<file path="src/rtl/multicycle_control.sv">
// Moore control unit for the multi-cycle MIPS-subset CPU plus a retired-instruction counter.
// Outputs are combinational from State/OpCode (0-cycle); 2-5 cycles per instruction, no backpressure.
module multicycle_control #(
    parameter int CNT_W = 32
) (
    input  logic             CLK,
    input  logic             RST_n,
    input  logic [5:0]       OpCode,
    input  logic             Zero,
    output logic [2:0]       State,
    output logic             PCWre,
    output logic             IRWre,
    output logic             InsMemRW,
    output logic [1:0]       ExtSel,
    output logic             ALUSrcA,
    output logic             ALUSrcB,
    output logic [2:0]       ALUOp,
    output logic             RegWre,
    output logic [1:0]       WrRegDst,
    output logic             DBDataSrc,
    output logic             mRD,
    output logic             mWR,
    output logic [1:0]       PCSrc,
    output logic [CNT_W-1:0] InsCount
);

    typedef enum logic [2:0] {
        S_IF     = 3'b000,
        S_ID     = 3'b001,
        S_EXE_LS = 3'b010,
        S_MEM    = 3'b011,
        S_WB_L   = 3'b100,
        S_EXE_B  = 3'b101,
        S_EXE_AL = 3'b110,
        S_WB_AL  = 3'b111
    } state_e;

    localparam logic [5:0] OP_ADD  = 6'b000000, OP_SUB = 6'b000001, OP_ADDI = 6'b000010;
    localparam logic [5:0] OP_OR   = 6'b010000, OP_AND = 6'b010001, OP_ORI  = 6'b010010;
    localparam logic [5:0] OP_SLL  = 6'b011000, OP_SLT = 6'b100110, OP_SW   = 6'b110000;
    localparam logic [5:0] OP_LW   = 6'b110001, OP_BEQ = 6'b110100, OP_J    = 6'b111000;
    localparam logic [5:0] OP_JR   = 6'b111001, OP_JAL = 6'b111010, OP_HALT = 6'b111111;

    state_e           state_q, state_d;
    logic             halt_q, halt_d;
    logic [CNT_W-1:0] cnt_q, cnt_d;

    logic       is_al, is_ls, is_jmp;
    logic [2:0] al_op;
    logic       pcwre_c, regwre_c, mwr_c;

    always_comb begin
        is_al = 1'b1;
        al_op = 3'b000;
        unique case (OpCode)
            OP_ADD, OP_ADDI: al_op = 3'b000;
            OP_SUB:          al_op = 3'b001;
            OP_SLL:          al_op = 3'b010;
            OP_OR, OP_ORI:   al_op = 3'b011;
            OP_AND:          al_op = 3'b100;
            OP_SLT:          al_op = 3'b110;
            default:         is_al = 1'b0;
        endcase
    end

    assign is_ls  = (OpCode == OP_LW) || (OpCode == OP_SW);
    assign is_jmp = (OpCode == OP_J) || (OpCode == OP_JR) || (OpCode == OP_JAL);

    always_comb begin
        state_d = state_q;
        halt_d  = halt_q;
        if (!halt_q) begin
            unique case (state_q)
                S_IF: state_d = S_ID;
                S_ID: begin
                    if (OpCode == OP_HALT) begin
                        state_d = S_IF;
                        halt_d  = 1'b1;
                    end else if (OpCode == OP_BEQ) begin
                        state_d = S_EXE_B;
                    end else if (is_ls) begin
                        state_d = S_EXE_LS;
                    end else if (is_al) begin
                        state_d = S_EXE_AL;
                    end else begin
                        state_d = S_IF;
                    end
                end
                S_EXE_AL: state_d = S_WB_AL;
                S_EXE_LS: state_d = S_MEM;
                S_MEM:    state_d = (OpCode == OP_LW) ? S_WB_L : S_IF;
                default:  state_d = S_IF;
            endcase
        end
    end

    always_comb begin
        pcwre_c   = 1'b0;
        regwre_c  = 1'b0;
        mwr_c     = 1'b0;
        IRWre     = 1'b0;
        ExtSel    = 2'b00;
        ALUSrcA   = 1'b0;
        ALUSrcB   = 1'b0;
        ALUOp     = 3'b000;
        WrRegDst  = 2'b00;
        DBDataSrc = 1'b0;
        mRD       = 1'b0;
        PCSrc     = 2'b00;
        if (!halt_q) begin
            unique case (state_q)
                S_IF: IRWre = 1'b1;
                S_ID: begin
                    if (OpCode == OP_JR) begin
                        PCSrc   = 2'b10;
                        pcwre_c = 1'b1;
                    end else if (OpCode == OP_J || OpCode == OP_JAL) begin
                        PCSrc    = 2'b11;
                        pcwre_c  = 1'b1;
                        regwre_c = (OpCode == OP_JAL);
                    end else if (!is_jmp && !is_al && !is_ls &&
                                 OpCode != OP_BEQ && OpCode != OP_HALT) begin
                        pcwre_c = 1'b1;
                    end
                end
                S_EXE_AL, S_WB_AL: begin
                    ALUOp = al_op;
                    if (OpCode == OP_ADDI) begin
                        ALUSrcB = 1'b1;
                        ExtSel  = 2'b10;
                    end else if (OpCode == OP_ORI) begin
                        ALUSrcB = 1'b1;
                        ExtSel  = 2'b01;
                    end else if (OpCode == OP_SLL) begin
                        ALUSrcA = 1'b1;
                    end
                    if (state_q == S_WB_AL) begin
                        regwre_c = 1'b1;
                        pcwre_c  = 1'b1;
                        WrRegDst = (OpCode == OP_ADDI || OpCode == OP_ORI) ? 2'b01 : 2'b10;
                    end
                end
                S_EXE_B: begin
                    ALUOp   = 3'b001;
                    ExtSel  = 2'b10;
                    pcwre_c = 1'b1;
                    PCSrc   = Zero ? 2'b01 : 2'b00;
                end
                default: begin
                    // Address computation stays selected through MEM and WB_L
                    ALUSrcB = 1'b1;
                    ExtSel  = 2'b10;
                    if (state_q == S_MEM) begin
                        mwr_c   = (OpCode == OP_SW);
                        mRD     = (OpCode == OP_LW);
                        pcwre_c = (OpCode == OP_SW);
                    end else if (state_q == S_WB_L) begin
                        mRD       = 1'b1;
                        DBDataSrc = 1'b1;
                        regwre_c  = 1'b1;
                        WrRegDst  = 2'b01;
                        pcwre_c   = 1'b1;
                    end
                end
            endcase
        end
    end

    // Writes are gated by reset so nothing commits while RST_n is held low
    assign PCWre    = pcwre_c & RST_n;
    assign RegWre   = regwre_c & RST_n;
    assign mWR      = mwr_c & RST_n;
    assign InsMemRW = 1'b1;
    assign State    = state_q;
    assign InsCount = cnt_q;
    assign cnt_d    = PCWre ? cnt_q + CNT_W'(1) : cnt_q;

    always_ff @(posedge CLK or negedge RST_n) begin
        if (!RST_n) begin
            state_q <= S_IF;
            halt_q  <= 1'b0;
            cnt_q   <= '0;
        end else begin
            state_q <= state_d;
            halt_q  <= halt_d;
            cnt_q   <= cnt_d;
        end
    end

endmodule

</file>
<file path="config.mk">
export PLATFORM = sky130hd
export DESIGN_NAME = multicycle_control
export DESIGN_NICKNAME = d
export VERILOG_FILES = /design/src/rtl/multicycle_control.sv
export SDC_FILE = /design/constraint.sdc
export NUM_CORES = 1
export LEC_CHECK = 0
export CELL_PAD_IN_SITES_DETAIL_PLACEMENT = 1
export CELL_PAD_IN_SITES_GLOBAL_PLACEMENT = 1
export CORE_MARGIN = 5
export CORE_UTILIZATION = 25
export DETAILED_ROUTE_END_ITERATION = 12
export PLACE_DENSITY = 0.69
export SLEW_MARGIN = 10
export SYNTH_ARGS = -nofsm -noshare
export SYNTH_HDL_FRONTEND = slang
export SYNTH_SLANG_ARGS = --single-unit
</file>
<file path="constraint.sdc">
create_clock -name CLK -period 1.8 [get_ports CLK]
set_input_delay 0.27 -clock CLK [delete_from_list [all_inputs] [get_ports CLK]]
set_output_delay 0.27 -clock CLK [all_outputs]
set_load 0.01 [all_outputs]
</file>
Word level (Yosys, flattened, before mapping)

Index checks and enable logic that the tools add are counted.

Register bits after elaboration: 36
Input bits: 9
Output and inout bits: 53
Logic and storage cells: 111

Add/sub/neg operators: 1
Equality and inequality tests: 23
Muxes and demuxes: 60
Bitwise operators: 3
Reduce and logical (&&, ||, !) cells: 21

Operator list:

| cell                                                 | count |
|---|---|
| equality test 6 bit (second input constant)          | 8 |
| two-way mux 1 bit                                    | 37 |
| adder 32 x 1 -> 32 bit (second input constant)       | 1 |
| case mux 3 bit (5 select lines)                      | 2 |
| equality test 6 x 5 -> 1 bit (second input constant) | 4 |
| two-way mux 3 bit                                    | 6 |
| two-way mux 2 bit                                    | 8 |
| equality test 3 bit (second input constant)          | 4 |
| inequality test 6 bit (second input constant)        | 2 |
| case mux 2 bit (2 select lines)                      | 3 |
| OR reduction 2 bit                                   | 4 |
| OR reduction 8 bit                                   | 1 |
| equality test 3 x 2 -> 1 bit (second input constant) | 2 |
| equality test 6 x 1 -> 1 bit (second input constant) | 1 |
| equality test 6 x 2 -> 1 bit (second input constant) | 1 |
| logical NOT 6 bit                                    | 1 |
| case mux 3 bit (2 select lines)                      | 1 |
| logical OR 1 bit                                     | 5 |
| OR reduction 5 bit                                   | 1 |
| logical AND 1 bit                                    | 4 |
| case mux 1 bit (4 select lines)                      | 1 |
| bitwise AND 1 bit                                    | 3 |
| equality test 3 x 1 -> 1 bit (second input constant) | 1 |
| logical NOT 1 bit                                    | 3 |
| other kinds (4)                                      | 4 |

Longest topological paths before layout

Gate-level depths: netlist of run 1.

Depth in word-level cells: 14
Gate-level depth with buffers: 7
Mapped depth without buffers: 6

Worst setup path before layout of run 1

OpenSTA, ideal clock, no wires.

Kind: register to register
From: reg cnt_q[0], in the netlist InsCount[0]
To: reg cnt_q[24], in the netlist InsCount[24]
Library setup time: 0.079 ns
Data arrival time: 1.785 ns
Data required time: 1.721 ns
Path slack: -0.065 ns
Stages on the path, launching flop included: 7
Path buffers: 0
Clock period less this slack: 1.865 ns
Cell sequence: dfrtp_1 -> ha_1 -> nand4_1 -> nor4_2 -> nand4_2 -> nor4_2 -> xor2_1

Word-level cells in the longest chain between the ends: 1

RTL lines:

| element                  | line | source |
|---|---|---|
| start: declaration       | 46   | `logic [CNT_W-1:0] cnt_q, cnt_d;` |
| start signal: assignment | 186  | `cnt_q <= cnt_d;` |
| adder 32 x 1 -> 32 bit   | 176  | `assign cnt_d = PCWre ? cnt_q + CNT_W'(1) : cnt_q;` |

No other way between the ends.
A chain may end at the register's enable or synchronous reset.

Worst setup path in the final report of run 1

From: reg state_q[2], in the netlist State[2]
To: out PCWre

Word-level cells in the longest chain between the ends: 6
Elaborated cells between the ends (all ways): 14
Classes of those cells: eq/ne (6); mux (5); bitwise (1); reduce/logical (2)

RTL lines:

| element                           | line | source |
|---|---|---|
| start: declaration                | 44   | `state_e state_q, state_d;` |
| start signal: assignment          | 184  | `state_q <= state_d;` |
| equality test 3 bit               | 157  | `end else if (state_q == S_WB_L) begin` |
| two-way mux 1 bit                 | 157  |  |
| two-way mux 1 bit                 | 153  | `if (state_q == S_MEM) begin` |
| case mux 1 bit (4 select lines) * | 111  | `unique case (state_q)` |
| two-way mux 1 bit *               | 110  | `if (!halt_q) begin` |
| bitwise AND 1 bit *               | 170  | `assign PCWre = pcwre_c & RST_n;` |
| end: declaration                  | 11   | `output logic PCWre,` |

Mark *: on every way between the ends. The rest lies on a longest branch, timed or not.

==> metrics.csv, run 1 <==
metric,value,unit
row cnt,36,
CTS tree,built,
violations in the final reports,setup timing,
port buffer count,60,
required time worst endpoint,1.53,ns
synth unique cells,49,
NetSw,1860,uW
Clock transition at path regs,0.08,ns
DRT antenna net count,0,
status,"finished, violations left",
Startpoint Class,flip-flop,
Max Cap Viol,0,
CP max FO,5,
DRC Markers,0,
crit-path most repeated cell,buf_6,
sequential power share,0.225,
Num Clock Sinks,36,
initial antenna violation count,0,
core area,0.00977,mm^2
Num CTS Buffers,5,
pins over their slew limit,0,
largest area contributor in the netlist,dfrtp_1,
Area after DPL,0.00366,mm^2
design area,0.00448,mm^2
crit path kind,flip-flop to primary output,
switching part of the total power,0.424,
Tmin final,1.91,ns
first-pass GRT wire length,14.1,mm
die height,110,um
worst min path class,primary input to async pin,
# nets final,413,
Die ar.,0.0121,mm^2
most frequent cell after synthesis,dfrtp_1,
cells taking the most area after synthesis,"dfrtp_1 (36%), xor2_1 (10%), nor4_2 (10%)",
DRT Wirelength,9.65,mm
Max Root-Sink Buffers,2,
"Critical Path, Cell by Cell",buf_6 > and4bb_1 > and3_4 > o21ai_4 > nor2_4 > buf_6,
layout cells sized above 1,0.501,
Clock Latency Late Sink,0.29,ns
Final TNS setup,-1.24,ns
synthesized area per cell,9.59,um^2
Post-synth top cells,"dfrtp_1 (36), xor2_1 (29), nor2_1 (26)",
RSZ-0062 raised after global routing,true,
vias in the first global route,2843,
CTS H-Tree Depth,2,
fill count,1101,
Post-Syn Nets,271,
GPL Wtd Cong,0.829,
Syn-to-layout area delta,79.0,%
die width,110,um
fin worst setup slack,-0.107,ns
synthesized flop and latch total,36,
initial core utilization,0.256,
diode count,0,
Leakage Power,0.00207,uW
Critical Path Sink Type,primary output,
initial DRC count,82,
Cells after Synth,261,
Max Fclk,524,MHz
root buf cell,clkbuf_8,
dominant synthesized flop cell,dfrtp_1,
Design Power,4380,uW
peak per-stage delay on the critical path,0.40,ns
share of the synthesized area in the top cell type,0.360,
DRT Pass-1 Iters,6,
drt via density,4.79,
final hold slack,0.119,ns
Crit-path slowest cell,dfrtp_1,
Yosys Warn Count,0,
critical path arrival,1.64,ns
placed wire-length estimate,6.34,mm
routed len/inst,18.0,um
Post-Place Worst Slack,-0.845,ns
largest net degree at the start of global routing,33,
vias post-DR,2566,
Logic pwr share,0.632,
GRT Util Overall,0.146,
Max VDD drop,0.541,mV
I/O Pins,62,
"Seq/Total Area, Yosys",0.360,
fraction of registers with async set/reset,1.00,
cell area after synthesis,0.00250,mm^2
number of flops mapped to enable cells by yosys,0,
grt total ovfl,0,
Power Dens Cells,977,mW/mm^2
Internal Power,2520,uW
Final setup viols,33,
clock skew,0.00908,ns
fin crit share,1.06,
clock power share,0.143,
Final Hold Vio Count,0,
## power groups by stage
stage	Combinational, uW	Sequential (uW)	Clock, uW
floorplan	928	1070	0
global placement	1830	995	0
detailed placement	1870	1000	0
CTS	2140	984	656
global route	2930	997	694
finish	2770	984	627
## flip-flops by register name (all words and copies together), names as in the netlist
| name | count |
|---|---|
| halt_q | 1 |
| State | 3 |
| InsCount | 32 |
## through the flow
stage | instances | utilization
finish | 536 | 0.459
global route | 536 | 0.459
CTS | 520 | 0.410
detailed placement | 502 | 0.375
global placement | 502 | 0.375
floorplan | 261 | -
## cell families after synthesis
family | count (synthesis) | synth area share
AND/OR/NAND/NOR | 142 | 0.372
AO/OA/AOI/OAI | 25 | 0.0930
other | 1 | 0.00150
flip-flops | 36 | 0.360
adder cells (fa/ha/maj) | 1 | 0.00500
multiplexers | 2 | 0.00850
XOR/XNOR | 31 | 0.108
buffers and inverters | 23 | 0.0520
## repair_timing
action                                  CTS  global route
resized for setup                       121            68
gates cloned                              1             2
setup buffers                             8            14
endpoints found under the hold margin     4             0
pin swaps                                11            22
endpoints found under the setup margin   50            50
hold buffers                              2             0
## layout make-up
cell class / instances / area, um^2 / area share
Inverter: 5 / 18.8 / 0.00419
Clock buffer: 7 / 96.3 / 0.0215
Sequential cell: 36 / 902 / 0.201
Multi-Input combinational cell: 202 / 1930 / 0.432
Tap cell: 133 / 166 / 0.0371
Timing Repair Buffer: 153 / 1360 / 0.304
## routing by layer
metal	up-vias	GRT usage	routed length (um)
met2	68	0.267	5090
met3	8	0.0221	380
met5	-	0	0
met1	1271	0.178	4070
li1	1219	-	-
met4	0	0.0347	116
## critical path, delay by kind of cell (launching register included)
family	cells	cell delay, ns
AOI/OAI and AO/OA	1	0.08
and+or+nand+nor	3	0.61
DFF	1	0.40
buffers and inverters	2	0.25
## path summary, 6_finish.rpt
path	from	endpoint	slack, ns	cells after the start
setup / recovery	State[2]	PCWre	-0.11	6
hold / removal	RST_n	InsCount[11]	0.12	2
setup reg to reg	State[2]	InsCount[14]	-0.09	7
hold reg to reg	InsCount[31]	InsCount[31]	0.48	1
max in group asynchronous	RST_n	State[2]	1.11	3
min in group CLK	InsCount[31]	InsCount[31]	0.48	1
## cell usage in the layout, fill, tap and decap left out, types with 4 or more instances in the layout
cell	Yosys	final
buf_4	2	73
dfrtp_1	36	35
clkdlybuf4s50_1	0	35
xor2_1	29	29
nor4_4	0	21
nor2_1	26	19
nand2_1	25	19
buf_6	4	15
nand3_1	14	13
buf_2	5	13
nand2b_1	9	7
nor3_2	0	7
clkbuf_8	0	7
nand4_1	6	6
nor3_1	15	6
nand2_2	0	5
buf_12	0	5
nor2_2	0	4
a21oi_1	6	4
nor4b_4	0	4
Power figures use the tool's default switching activity.
==> run 2: changes to the inputs <==
--- a/config.mk
+++ b/config.mk
@@ -5,12 +5,13 @@
 export SDC_FILE = /design/constraint.sdc
 export NUM_CORES = 1
 export LEC_CHECK = 0
+export ABC_AREA = 1
 export CELL_PAD_IN_SITES_DETAIL_PLACEMENT = 1
 export CELL_PAD_IN_SITES_GLOBAL_PLACEMENT = 1
-export CORE_MARGIN = 5
+export CORE_MARGIN = 2
 export CORE_UTILIZATION = 25
 export DETAILED_ROUTE_END_ITERATION = 12
-export PLACE_DENSITY = 0.69
+export PLACE_DENSITY = 0.72
 export SLEW_MARGIN = 10
 export SYNTH_ARGS = -nofsm -noshare
 export SYNTH_HDL_FRONTEND = slang
==> metrics.csv, run 2 <==
metric,value,unit,change
cells taking the most area after synthesis,"dfrtp_1 (32%), nand2_1 (23%), nand3_1 (9.1%)",,"was dfrtp_1 (36%), xor2_1 (10%), nor4_2 (10%)"
most frequent cells in the layout,"nand2_1 (166), buf_4 (65), nor2_1 (47), nand3_1 (46), clkdlybuf4s50_1 (34)",,"was buf_4 (73), dfrtp_1 (35), clkdlybuf4s50_1 (35), xor2_1 (29), nor4_4 (21)"
CP max FO,3,,was 5
vias in the first global route,3648,,was 2843
status,"finished, violations left",,unchanged
crit path kind,flip-flop to primary output,,unchanged
CTS tree,built,,unchanged
die height,110,um,about the same
drt via density,4.76,,was 4.79
crit-path most repeated cell,buf_4,,was buf_6
Cells after Synth,449,,was 261
DRT Pass-1 Iters,4,,was 6
die width,110,um,about the same
port buffer count,60,,unchanged
worst min path class,primary input to async pin,,unchanged
synth unique cells,31,,was 49
GRT Util Overall,0.186,,was 0.146
row cnt,38,,was 36
complex-gate fraction of the synthesized area,0.0421,,was 0.0930
Startpoint Class,flip-flop,,unchanged
Critical Path Sink Type,primary output,,unchanged
cts hold-fix bufs,0,,was 2
met2 wire length,5.54,mm,was 5.09 mm
DRT Wirelength,10.8,mm,was 9.65 mm
Max Fclk,525,MHz,was 524 MHz
root buf cell,clkbuf_8,,unchanged
design area,0.00430,mm^2,was 0.00448 mm^2
fin crit share,1.06,,about the same
Clock Latency Late Sink,0.30,ns,was 0.29 ns
post-synthesis mux area share,0,,was 0.00850
fraction of registers with async set/reset,1.00,,unchanged
Util after Layout,0.395,,was 0.459
Syn-to-layout area delta,53.7,%,was 79.0%
Yosys Warn Count,0,,unchanged
Num Clock Sinks,36,,unchanged
XOR/XNOR share of the synthesized area,0.0470,,was 0.108
Max Root-Sink Buffers,2,,unchanged
M1 wire length,4.70,mm,was 4.07 mm
largest net degree at the start of global routing,37,,was 33
largest area contributor in the netlist,dfrtp_1,,unchanged
initial DRC count,147,,was 82
vias post-DR,3415,,was 2566
cell area after synthesis,0.00279,mm^2,was 0.00250 mm^2
synthesized area per cell,6.22,um^2,was 9.59 um^2
violations in the final reports,setup timing,,unchanged
R2R depth,11,,was 7
Tmin final,1.90,ns,was 1.91 ns
combinational family with the most area after synthesis,simple AND/OR/NAND/NOR gates,,unchanged
Post-synth top cells,"nand2_1 (173), nor2_1 (65), nand3_1 (51)",,"was dfrtp_1 (36), xor2_1 (29), nor2_1 (26)"
# nets final,587,,was 413
clock skew,0.0122,ns,was 0.00908 ns
DR top layer,met4,,unchanged
DRT antenna net count,0,,unchanged
FF-to-FF setup slack,0.06,ns,was -0.09 ns
post-synthesis adder-cell area fraction,0.00448,,was 0.00500
post-synthesis simple-gate area fraction,0.493,,was 0.372
Max VDD drop,0.355,mV,was 0.541 mV
share of the synthesized area in the top cell type,0.322,,was 0.360
CTS H-Tree Depth,2,,unchanged
peak per-stage delay on the critical path,0.43,ns,was 0.40 ns
met3 wire length,397,um,was 380 um
core area,0.0109,mm^2,was 0.00977 mm^2
Clock transition at path regs,0.08,ns,about the same
I/O Pins,62,,unchanged
Max Cap Viol,0,,unchanged
Num CTS Buffers,5,,unchanged
DRC Markers,0,,unchanged
Final setup viols,8,,was 33
number of flops mapped to enable cells by yosys,0,,unchanged
placed wire-length estimate,7.90,mm,was 6.34 mm
RSZ-0062 raised after global routing,true,,unchanged
initial core utilization,0.257,,was 0.256
Crit-path slowest cell,dfrtp_1,,unchanged
Power Dens Cells,382,mW/mm^2,was 977 mW/mm^2
routed len/inst,15.1,um,was 18.0 um
fin worst setup slack,-0.104,ns,was -0.107 ns
pins over their slew limit,0,,unchanged
required time worst endpoint,1.53,ns,about the same
final hold slack,0.0456,ns,was 0.119 ns
Final TNS setup,-0.452,ns,was -1.24 ns
GPL Wtd Cong,0.933,,was 0.829
"Critical Path, Cell by Cell",buf_4 > buf_4 > nor2_4 > nand2_2 > a221oi_2 > buf_2,,was buf_6 > and4bb_1 > and3_4 > o21ai_4 > nor2_4 > buf_6
fill count,1430,,was 1101
Post-Syn Nets,459,,was 271
most frequent cell after synthesis,nand2_1,,was dfrtp_1
layout cells sized above 1,0.280,,was 0.501
Area after DPL,0.00388,mm^2,was 0.00366 mm^2
"commonest non-fill, non-tap cell in the layout",nand2_1,,was buf_4
max reg flops,32,,unchanged
diode count,0,,unchanged
Die ar.,0.0120,mm^2,was 0.0121 mm^2
initial antenna violation count,0,,unchanged
Final Hold Vio Count,0,,unchanged
Leakage Power,0.00199,uW,was 0.00207 uW
dominant synthesized flop cell,dfrtp_1,,unchanged
first-pass GRT wire length,17.7,mm,was 14.1 mm
grt total ovfl,0,,unchanged
synthesized flop and latch total,36,,unchanged
critical path arrival,1.63,ns,was 1.64 ns
"Seq/Total Area, Yosys",0.322,,was 0.360
run 2: worst max-delay path, delay by kind of cell, from the launching register on:
family	cells	cell delay, ns
flops	1	0.43
compound gates	1	0.26
buf+inv	3	0.48
simple gates	2	0.17
run 2: final timing paths:
| kind | start | to |
|---|---|---|
| hold / removal | RST_n | InsCount[4] |
| setup reg to reg | State[0] | State[0] |
| setup / recovery | State[0] | WrRegDst[0] |
| min in group CLK | OpCode[2] | halt_q |
| hold reg to reg | InsCount[1] | InsCount[1] |
| max in group asynchronous | RST_n | State[1] |
run 2: timing repair:
item	CTS	global route
endpoints found under the setup margin	50	52
setup buffers	12	9
pin swaps	12	8
gates resized for setup	107	42
run 2: cell families after synthesis:
| logic type | count (synthesis) |
|---|---|
| AOI/OAI and AO/OA | 18 |
| xor gates and xnor gates | 15 |
| adders and majority gates | 1 |
| buffers and inverters | 54 |
| DFF | 36 |
| other | 1 |
| and+or+nand+nor | 324 |
run 2: area by class of cell:
class / count / area [um^2] / share of cell area
Clock buffer: 6 / 72.6 / 0.0169
Clock inverter: 2 / 35.0 / 0.00816
Multi-Input combinational cell: 359 / 1830 / 0.426
Tap cell: 140 / 175 / 0.0408
Sequential cell: 36 / 910 / 0.212
Timing Repair Buffer: 132 / 1110 / 0.259
Inverter: 43 / 164 / 0.0382
run 2: metrics by stage:
stage | total power (uW) | std cells | worst slack (ns)
5_1_grt | 1690 | 718 | -0.184
3_5_place_dp | 917 | 692 | -0.667
2_1_floorplan | 851 | 449 | 0.120
6_report | 1640 | 718 | -0.104
3_3_place_gp | 913 | 692 | -0.606
4_1_cts | 1640 | 709 | -0.0824
run 2: routing by layer:
layer | global-route usage | vias to the layer above
met5 | 0 | -
met4 | 0.0479 | 0
met3 | 0.0296 | 15
met2 | 0.346 | 71
met1 | 0.222 | 1649
li1 | - | 1680
run 2: power breakdown:
part | switching, uW | internal, uW
Sequential | 0 | 808
Combinational | 62.2 | 36.9
Clock | 323 | 412
Total | 386 | 1260
==> run 3: changes to the inputs <==
--- a/config.mk
+++ b/config.mk
@@ -10,6 +10,7 @@
 export CELL_PAD_IN_SITES_GLOBAL_PLACEMENT = 1
 export CORE_MARGIN = 2
 export CORE_UTILIZATION = 25
+export CTS_CLUSTER_SIZE = 25
 export DETAILED_ROUTE_END_ITERATION = 12
 export PLACE_DENSITY = 0.72
 export SLEW_MARGIN = 10
==> results of run 3 <==
No change in the layout: final DEF, timing and power equal those of run 2.
